--- src/rtl/pipelined_seq_alu.sv ---
// Parametrised ALU with valid/ready handshakes, an iterative shift-add multiplier and a
// one-entry registered result stage. Define ALU_SATURATE_EN to enable opcodes 18/19 (saturating add/sub).
module pipelined_seq_alu #(
  parameter int WIDTH = 16
) (
  input  logic             Clock,
  input  logic             Reset,
  input  logic             InValid,
  output logic             InReady,
  input  logic [WIDTH-1:0] A,
  input  logic [WIDTH-1:0] B,
  input  logic [5:0]       FunSel,
  input  logic             WF,
  output logic             OutValid,
  input  logic             OutReady,
  output logic [WIDTH-1:0] ALUOut,
  output logic [3:0]       FlagsOut
);

  localparam int H  = WIDTH / 2;
  localparam int CW = $clog2(WIDTH + 1);

  typedef enum logic {IDLE, MUL} state_e;

  state_e             state_q, state_d;
  logic [WIDTH-1:0]   alu_out_q, alu_out_d;
  logic [3:0]         flags_q, flags_d;
  logic               out_valid_q, out_valid_d;
  logic [2*WIDTH-1:0] mcand_q, mcand_d;
  logic [2*WIDTH-1:0] prod_q, prod_d;
  logic [WIDTH-1:0]   mplier_q, mplier_d;
  logic [CW-1:0]      cnt_q, cnt_d;
  logic               mul_full_q, mul_full_d;
  logic               mul_high_q, mul_high_d;
  logic               mul_wf_q, mul_wf_d;

  function automatic logic [WIDTH-1:0] mask_of(input logic f);
    return f ? {WIDTH{1'b1}} : {{(WIDTH-H){1'b0}}, {H{1'b1}}};
  endfunction

  function automatic logic [WIDTH-1:0] msb_of(input logic f);
    return f ? {1'b1, {(WIDTH-1){1'b0}}} : {{(WIDTH-H){1'b0}}, 1'b1, {(H-1){1'b0}}};
  endfunction

  logic             full, accept, is_mul, is_sub, reserved, cin, carry;
  logic [4:0]       op;
  logic [WIDTH-1:0] mask, msb, a, b, b_op, sum_r;
  logic             a_msb, b_msb, s_msb, add_ovf, sub_ovf;
  logic [WIDTH:0]   sum_w;

  assign full     = FunSel[5];
  assign op       = FunSel[4:0];
  assign mask     = mask_of(full);
  assign msb      = msb_of(full);
  assign a        = A & mask;
  assign b        = B & mask;
  assign a_msb    = |(a & msb);
  assign b_msb    = |(b & msb);
  assign is_mul   = (op == 5'd16) || (op == 5'd17);
`ifdef ALU_SATURATE_EN
  assign is_sub   = (op == 5'd6) || (op == 5'd19);
  assign reserved = (op >= 5'd20);
`else
  assign is_sub   = (op == 5'd6);
  assign reserved = (op >= 5'd18);
`endif

  // Subtraction reuses the adder as A + ~B + 1, so carry means "no borrow".
  assign b_op    = is_sub ? (~B & mask) : b;
  assign cin     = is_sub | ((op == 5'd5) & flags_q[2]);
  assign sum_w   = {1'b0, a} + {1'b0, b_op} + {{WIDTH{1'b0}}, cin};
  assign sum_r   = sum_w[WIDTH-1:0] & mask;
  assign carry   = full ? sum_w[WIDTH] : sum_w[H];
  assign s_msb   = |(sum_r & msb);
  assign add_ovf = (a_msb == b_msb) && (s_msb != a_msb);
  assign sub_ovf = (a_msb != b_msb) && (s_msb == b_msb);

`ifdef ALU_SATURATE_EN
  logic             sat_ovf;
  logic [WIDTH-1:0] sat_val;
  assign sat_ovf = is_sub ? sub_ovf : add_ovf;
  assign sat_val = a_msb ? msb : (mask & ~msb);
`endif

  assign accept   = InValid && InReady;
  assign InReady  = (state_q == IDLE) && (!out_valid_q || OutReady);
  assign OutValid = out_valid_q;
  assign ALUOut   = alu_out_q;
  assign FlagsOut = flags_q;

  logic [WIDTH-1:0] res;
  logic             c_new, o_new, upd_c, upd_o;
  logic [3:0]       alu_flags;

  always_comb begin
    res   = '0;
    c_new = 1'b0;
    o_new = 1'b0;
    upd_c = 1'b0;
    upd_o = 1'b0;
    case (op)
      5'd0:  res = a;
      5'd1:  res = b;
      5'd2:  res = ~a & mask;
      5'd3:  res = ~b & mask;
      5'd4, 5'd5: begin
        res = sum_r; c_new = carry; o_new = add_ovf; upd_c = 1'b1; upd_o = 1'b1;
      end
      5'd6: begin
        res = sum_r; c_new = carry; o_new = sub_ovf; upd_c = 1'b1; upd_o = 1'b1;
      end
      5'd7:  res = a & b;
      5'd8:  res = a | b;
      5'd9:  res = a ^ b;
      5'd10: res = ~(a & b) & mask;
      5'd11: begin res = (a << 1) & mask; c_new = a_msb; upd_c = 1'b1; end
      5'd12: begin res = a >> 1; c_new = a[0]; upd_c = 1'b1; end
      5'd13: begin res = (a >> 1) | (a_msb ? msb : '0); c_new = a[0]; upd_c = 1'b1; end
      5'd14: begin
        res = ((a << 1) | {{(WIDTH-1){1'b0}}, a_msb}) & mask; c_new = a_msb; upd_c = 1'b1;
      end
      5'd15: begin res = (a >> 1) | (a[0] ? msb : '0); c_new = a[0]; upd_c = 1'b1; end
`ifdef ALU_SATURATE_EN
      5'd18, 5'd19: begin
        res = sat_ovf ? sat_val : sum_r; c_new = 1'b0; o_new = sat_ovf; upd_c = 1'b1; upd_o = 1'b1;
      end
`endif
      default: ;
    endcase
    alu_flags    = flags_q;
    alu_flags[3] = (res == '0);
    if (op != 5'd13) alu_flags[1] = |(res & msb);
    if (upd_c)       alu_flags[2] = c_new;
    if (upd_o)       alu_flags[0] = o_new;
  end

  logic [2*WIDTH-1:0] prod_nx;
  logic               mul_last;
  logic [WIDTH-1:0]   mul_lo, mul_hi, mul_res;
  logic [3:0]         mul_flags;

  // Half-width products of H-bit operands fit entirely in the low WIDTH bits.
  always_comb begin
    prod_nx      = prod_q + (mplier_q[0] ? mcand_q : '0);
    mul_last     = (cnt_q == (mul_full_q ? CW'(WIDTH-1) : CW'(H-1)));
    mul_lo       = mul_full_q ? prod_nx[WIDTH-1:0] : {{(WIDTH-H){1'b0}}, prod_nx[H-1:0]};
    mul_hi       = mul_full_q ? prod_nx[2*WIDTH-1:WIDTH] : {{(WIDTH-H){1'b0}}, prod_nx[WIDTH-1:H]};
    mul_res      = mul_high_q ? mul_hi : mul_lo;
    mul_flags    = flags_q;
    mul_flags[3] = (mul_res == '0);
    mul_flags[1] = |(mul_res & msb_of(mul_full_q));
    mul_flags[2] = !mul_high_q && (mul_hi != '0);
    mul_flags[0] = !mul_high_q && (mul_hi != '0);
  end

  always_comb begin
    state_d     = state_q;
    alu_out_d   = alu_out_q;
    flags_d     = flags_q;
    out_valid_d = out_valid_q;
    mcand_d     = mcand_q;
    prod_d      = prod_q;
    mplier_d    = mplier_q;
    cnt_d       = cnt_q;
    mul_full_d  = mul_full_q;
    mul_high_d  = mul_high_q;
    mul_wf_d    = mul_wf_q;
    if (out_valid_q && OutReady) out_valid_d = 1'b0;
    case (state_q)
      IDLE: begin
        if (accept) begin
          if (is_mul) begin
            state_d    = MUL;
            mcand_d    = {{WIDTH{1'b0}}, a};
            mplier_d   = b;
            prod_d     = '0;
            cnt_d      = '0;
            mul_full_d = full;
            mul_high_d = op[0];
            mul_wf_d   = WF;
          end else begin
            alu_out_d   = res;
            out_valid_d = 1'b1;
            if (WF && !reserved) flags_d = alu_flags;
          end
        end
      end
      MUL: begin
        prod_d   = prod_nx;
        mcand_d  = mcand_q << 1;
        mplier_d = mplier_q >> 1;
        cnt_d    = cnt_q + CW'(1);
        if (mul_last) begin
          state_d     = IDLE;
          alu_out_d   = mul_res;
          out_valid_d = 1'b1;
          if (mul_wf_q) flags_d = mul_flags;
        end
      end
      default: state_d = IDLE;
    endcase
  end

  always_ff @(posedge Clock) begin
    if (Reset) begin
      state_q     <= IDLE;
      alu_out_q   <= '0;
      flags_q     <= '0;
      out_valid_q <= 1'b0;
      mcand_q     <= '0;
      prod_q      <= '0;
      mplier_q    <= '0;
      cnt_q       <= '0;
      mul_full_q  <= 1'b0;
      mul_high_q  <= 1'b0;
      mul_wf_q    <= 1'b0;
    end else begin
      state_q     <= state_d;
      alu_out_q   <= alu_out_d;
      flags_q     <= flags_d;
      out_valid_q <= out_valid_d;
      mcand_q     <= mcand_d;
      prod_q      <= prod_d;
      mplier_q    <= mplier_d;
      cnt_q       <= cnt_d;
      mul_full_q  <= mul_full_d;
      mul_high_q  <= mul_high_d;
      mul_wf_q    <= mul_wf_d;
    end
  end

endmodule

--- config.mk ---
export PLATFORM = sky130hd
export DESIGN_NAME = pipelined_seq_alu
export DESIGN_NICKNAME = d
export VERILOG_FILES = /design/src/rtl/pipelined_seq_alu.sv
export SDC_FILE = /design/constraint.sdc
export NUM_CORES = 1
export LEC_CHECK = 0
export CORE_MARGIN = 4
export CORE_UTILIZATION = 25
export CTS_BUF_LIST = sky130_fd_sc_hd__clkbuf_4 sky130_fd_sc_hd__clkbuf_8
export DETAILED_ROUTE_END_ITERATION = 12
export PLACE_DENSITY_LB_ADDON = 0.1
export RECOVER_POWER = 100
export SYNTH_ARGS = -nofsm -noshare
export SYNTH_HDL_FRONTEND = slang
export SYNTH_SLANG_ARGS = --single-unit
--- constraint.sdc ---
create_clock -name Clock -period 6.2 [get_ports Clock]
set_input_delay 0.62 -clock Clock [delete_from_list [all_inputs] [get_ports Clock]]
set_output_delay 0.62 -clock Clock [all_outputs]
set_load 0.005 [all_outputs]
# Word-level counts from Yosys, hierarchy flattened
# Cells that the tools add are included.
# classes
add_sub_neg	4
eq_ne	32
bitwise_logic	27
n_shift	0
reduce_logical	33
magnitude_cmp	1
multipliers	0
n_mux	51
div_mod_pow	0
# op_table
operator	count
16-bit bitwise AND	15
16-bit two-way mux	14
16-bit case mux with 14 select lines	1
32-bit two-way mux	5
32-bit case mux with 2 select lines	2
16-bit OR reduction	5
16-bit inverter	4
16-bit case mux with 2 select lines	2
5-bit by 4-bit equality test with 1-bit output (second input constant)	8
32-bit adder	1
16-bit zero test	2
15-bit by 16-bit OR with 16-bit output	2
4-bit two-way mux	6
5-bit by 3-bit equality test with 1-bit output (second input constant)	4
6-bit AND reduction	3
16-bit by 16-bit adder with 17-bit output	1
17-bit by 1-bit adder with 17-bit output	1
16-bit by 1-bit OR with 16-bit output	1
16-bit OR	1
16-bit nonzero test	1
16-bit bitwise XOR	1
1-bit two-way mux	13
5-bit by 2-bit equality test with 1-bit output (second input constant)	2
5-bit equality test (second input constant)	2
27 further kinds	51
# word_totals
out_inout_bits	22
n_memories	0
ff_bits	110
wordCells	162
mem_bits_rw	0
latchBits	0
rom_bits	0

# Depth between registers and ports, before layout
# Gate-level depths: netlist of the first run.
# logic_depth
word_depth	16
depth_mapped	18
depth_no_buf	16

# Least setup slack after synthesis of the first run
# Ideal clock, no wire load.
# synth_timing
path_kind	input to register
start	input port FunSel[3]
end	register flags_q[3] (netlist: FlagsOut[3])
setup_time_ns	0.062
cell_stages	18
arrival_time_ns	4.639
path_slack_ns	1.499
path_buffers	2
path_cell_list	clkbuf_1 -> nor3b_1 -> nand2_1 -> clkbuf_1 -> xnor2_1 -> fa_1 -> fa_1 -> a211o_1 -> o211ai_1 -> nand2b_1 -> a21oi_1 -> xor2_1 -> o2111ai_1 -> nor4b_1 -> nand4_1 -> nor4b_1 -> nand4b_1 -> nand3_1
# synth_between
elab_chain_cells	11
elab_cells_between_ends	38
cone_classes	add/sub: 2; order compare: 1; eq/ne: 19; mux: 6; bitwise: 3; reduce/logical: 7
# synth_lines
element	line	source
from (decl)	12	input logic [5:0] FunSel,
5-bit by 3-bit equality test with 1-bit output, on equally long branches	64, 101, 70	
16-bit two-way mux or 1-bit bitwise AND (tied branches)	69, 70	
16-bit by 16-bit adder with 17-bit output or 1-bit OR (tied branches)	71, 70	
17-bit by 1-bit adder with 17-bit output	71	assign sum_w = {1'b0, a} + {1'b0, b_op} + {{WIDTH{1'b0}}, cin};
16-bit bitwise AND	72	assign sum_r = sum_w[WIDTH-1:0] & mask;
16-bit case mux with 14 select lines	101	case (op)
16-bit zero test	131	alu_flags[3] = (res == '0);
4-bit two-way mux	184	if (WF && !reserved) flags_d = alu_flags;
4-bit two-way mux	172	if (is_mul) begin
4-bit two-way mux	171	if (accept) begin
4-bit case mux with 2 select lines	169	case (state_q)
to (signal assigned)	220	flags_q <= flags_d;
to (decl)	27	logic [3:0] flags_q, flags_d;
# Parallel ways exist; a longest one is shown, timed or not. The select of a mux whose other input is x is not followed.
# A chain may end at the register's enable or synchronous reset.

# Worst setup path after layout of the first run
# layout_timing
start	register mplier_q[0]
end	register flags_q[2] (netlist: FlagsOut[2])
# layout_between
elab_chain_cells	8
# layout_lines
element	line	source
from (decl)	31	logic [WIDTH-1:0] mplier_q, mplier_d;
from (signal assigned)	224	mplier_q <= mplier_d;
32-bit two-way mux	144	prod_nx = prod_q + (mplier_q[0] ? mcand_q : '0);
32-bit adder	144	
16-bit two-way mux	147	mul_hi = mul_full_q ? prod_nx[2*WIDTH-1:WIDTH] : {{(WIDTH-H){1'b0}}, prod_nx[WIDTH-1:H]};
16-bit nonzero test	152	mul_flags[2] = !mul_high_q && (mul_hi != '0);
1-bit logical AND	152	
4-bit two-way mux	197	if (mul_wf_q) flags_d = mul_flags;
4-bit two-way mux	193	if (mul_last) begin
4-bit case mux with 2 select lines	169	
# No other way between the ends. The select of a mux whose other input is x is not followed.

==> results by group, run 1 <==
Global route
  • GRT met3 Usage: about 3.0%
  • Vias in the first global route: 9913
  • GRT overflow: 0
  • GR Layer Usage met1: 26.41%
  • Initial antenna violation count: 0
  • Gr busiest metal: met2
  • Total GRT Usage: 19.24%
  • First-pass GRT wire length: approximately 62000 um
  • Largest net degree at the start of global routing: 66
  • GRT met2 Usage: between 30% and 40%

Timing
  • Slew headroom: -41.40%
  • Worst Tran Pin Value: 2121 ps
  • Tmin final: around 5400 ps
  • Fin. max-slew vios: 60
  • RSZ-0062 raised after global routing: no
  • Setup TNS: 0 ps
  • Crit share post-route: 87.23%
  • Final Setup Violations: 0
  • Max Freq: 184.9 MHz
  • Final Hold Vio Count: 0
  • Worst setup skew after layout: around 21 ps

Synthesis
  • EDFF count, synth: 0
  • Asr flop ratio synth: 0%
  • Yosys warns: 0
  • Avg Inst Size Synth: just over 7 um^2
  • Synth top area cells: dfxtp_1 (22%), ha_1 (10%), a21oi_1 (7.9%)
  • Synth cell types: around 80
  • Area leader, netlist: dfxtp_1
  • Sequential share of the synthesized area: between 20% and 30%
  • Post-synth top area share: between 20% and 30%
  • Syn Inst Count: about 1400
  • Post-synth net total: around 1500
  • Mapped Area: approximately 9800 um^2
  • Ys flop type: dfxtp_1
  • Seq cells post-synth: 110

Drt
  • Drt first pass iters: 5
  • Drt drc: 0
  • Routed Antenna Nets: 0
  • Wirelength per Cell: about 22 um
  • WL final: 41250 um
  • DR vias/cell: ~5.4
  • DR vias: 10210
  • 1st-iter DRT viols: between 600 and 700

Pwr
  • Sw power: around 0.53 mW
  • Internal Power: 1.055 mW
  • Sequential Power Share: between 40 and 50%
  • Switching Fraction: between 30% and 40%
  • Power share of the clock group: a little under a third
  • Maximum vdd drop: around 0.00013 V
  • Static leakage: 4.653 nW
  • Power Density: around 140 nW/um^2
  • Comb power frac: ~22%

Clocking
  • Setup bufs post-CTS: 0
  • Clk sinks: 110
  • Post_cts resized: 0
  • Clock slew at reported path FFs: around 120 ps
  • # hold bufs at CTS: 0
  • Clock Path Buffers: 2
  • Clock root buffer: clkbuf_8
  • Worst skew pair latency: 430 ps
  • H-Tree Depth: 3
  • TritonCTS clock tree: built
  • Total CTS buffers: 9

Floorplanning
  • Die H: approximately 210 um
  • Area of the die: roughly 42000 um^2
  • Chip Width: ~200 um
  • Initial Utilization: about 25%
  • Row Count: 72
  • Core area: roughly 39000 um^2
  • Io pins: 65

Outcome
  • Status: complete, but fails checks
  • Failing checks: max-capacitance violations, max-slew violations

Hold path
  • HP Class: flip-flop to flip-flop

Finish
  • Final net count: 1500
  • Final core occ: 28.78%
  • Area growth from synthesis to layout: 13.59%
  • Antenna diodes: 0
  • Share of layout cells above drive strength 1: under 10%

Worst setup path
  • WP data required: between 6000 and 7000 ps
  • Crit. End Element: flip-flop
  • CP max stage cell: clkbuf_1
  • Slowest stage delay, CP: slightly below 900 ps
  • Reg-to-reg slack, setup: 790 ps
  • CP Class: flip-flop to flip-flop
  • Cells along the critical path: clkbuf_1 > and2_0 > ha_1 > a21oi_1 > o21ai_0 > a22o_1 > a211o_2 > a21o_1 > a311oi_1 > nand2_1 > or4_1 > a221o_1 > a211oi_2 > nor3_1
  • Crit path arrival time: approximately 5700 ps
  • Worst-path fanout max: 24
  • Top Family by Delay on Critical Path: compound AO/OA/AOI/OAI gates
  • Worst setup SP type: flip-flop
  • Buffers & Inverters on Critical Path: 1

Job
  • Max cap viols: 2

Placement
  • Final Wtd Congestion: approximately 0.9
  • Hpwl dp: approximately 30000 um
  • Port Buf Inserts: 64
## synth_stat cells (23+ instances only)
cell	instances
inv_1	40
nand2_1	118
a21o_1	23
and2_1	46
nor2_1	204
o21ai_0	48
a22oi_1	37
dfxtp_1	110
and3_1	42
nand3_1	29
xnor2_1	42
clkbuf_1	72
a21oi_1	155
ha_1	79
## logic make-up after synthesis
family | after synthesis | share of synthesized area, %
flip-flops | 110 | 22.44
adder cells (fa/ha/maj) | 82 | 10.68
buffers and inverters | 129 | 5.100
XOR/XNOR | 60 | 5.355
multiplexers | 18 | 1.861
AND/OR/NAND/NOR | 535 | 26.05
AO/OA/AOI/OAI | 427 | 28.51
## cell usage in the layout, fill, tap and decap left out, types with 10 or more instances in the layout
| cell type | instances |
|---|---|
| and3_1 | 42 |
| o221ai_1 | 10 |
| ha_1 | 79 |
| a22oi_1 | 37 |
| clkbuf_8 | 10 |
| a221oi_1 | 21 |
| xnor2_1 | 42 |
| nand4_1 | 11 |
| o21ai_0 | 48 |
| nor2_1 | 204 |
| nand3_1 | 29 |
| buf_4 | 21 |
| a21o_1 | 23 |
| nor3_1 | 20 |
| xor2_1 | 18 |
| a211oi_1 | 17 |
| mux2i_1 | 16 |
| clkdlybuf4s50_1 | 40 |
| dfxtp_1 | 109 |
| inv_1 | 40 |
| a21oi_1 | 155 |
| and2_1 | 45 |
| nand2_1 | 118 |
| dlygate4sd3_1 | 23 |
| a31oi_1 | 18 |
| o211ai_1 | 13 |
## worst reg2reg max path: cells and delay by family (launching register included)
family                   cells  cell delay, ps
buffers and inverters        1             890
AND/OR/NAND/NOR              4             900
AO/OA/AOI/OAI                8            2630
adder cells (fa/ha/maj)      1             320
flip-flops                   1             530
## power by group through the flow
| stage | registers, mW | logic, mW | clock network [mW] |
|---|---|---|---|
| after global placement | 0.744 | 0.360 | 0 |
| after CTS | 0.728 | 0.361 | 0.532 |
| final | 0.726 | 0.355 | 0.500 |
| after detailed placement | 0.743 | 0.359 | 0 |
| after global routing | 0.728 | 0.389 | 0.549 |
| after floorplan | 0.739 | 0.205 | 0 |
## metrics by stage
stage	power [mW]	area (um^2)	setup slack, ps	std cells	hold WS (ps)
2_1_floorplan	0.9440	9813	1499	1361	431.7
3_3_place_gp	1.104	10980	883.8	1882	443.5
3_5_place_dp	1.102	10980	738.8	1882	452.6
4_1_cts	1.620	11190	1219	1898	470.0
5_1_grt	1.667	11150	498.9	1898	482.0
6_report	1.581	11150	791.5	1898	461.9
## final timing paths
path / startpoint / to / cells past startpoint
max: mplier_q[0] / FlagsOut[2] / 14
min: ALUOut[9] / ALUOut[9] / 2
max reg2reg: mplier_q[0] / FlagsOut[2] / 14
min reg2reg: ALUOut[9] / ALUOut[9] / 2
## flip-flops by register name (all words and copies together), names as in the netlist
name	cells
mcand_q	32
prod_q	32
ALUOut	16
mplier_q	16
cnt_q	5
FlagsOut	4
OutValid	1
mul_full_q	1
mul_high_q	1
mul_wf_q	1
state_q	1
## layout make-up
type	count	area, um^2
multi-input cells	1122	7111
well taps	518	648.1
repair buffers	90	810.8
clock buffers	10	137.6
clock inverters	6	76.32
fillers	4336	27590
flip-flops and latches	110	2206
inverters	42	157.7
## routing by layer
layer / part of all wire, % / routed length [um] / vias to the layer above
met5: 0 / 0 / -
met4: 2.3 / 936 / 0
met3: 4.1 / 1706 / 48
met2: 46 / 19010 / 246
met1: 48 / 19600 / 4932
li1: - / - / 4985
Note: power is estimated with default switching activity, not from simulation.
==> run 2, diff against run 1 <==
Settings changed: CAP_MARGIN set to 20.
==> results of run 2 <==
Same layout as run 1: the final DEF is identical, and so are final timing and power.
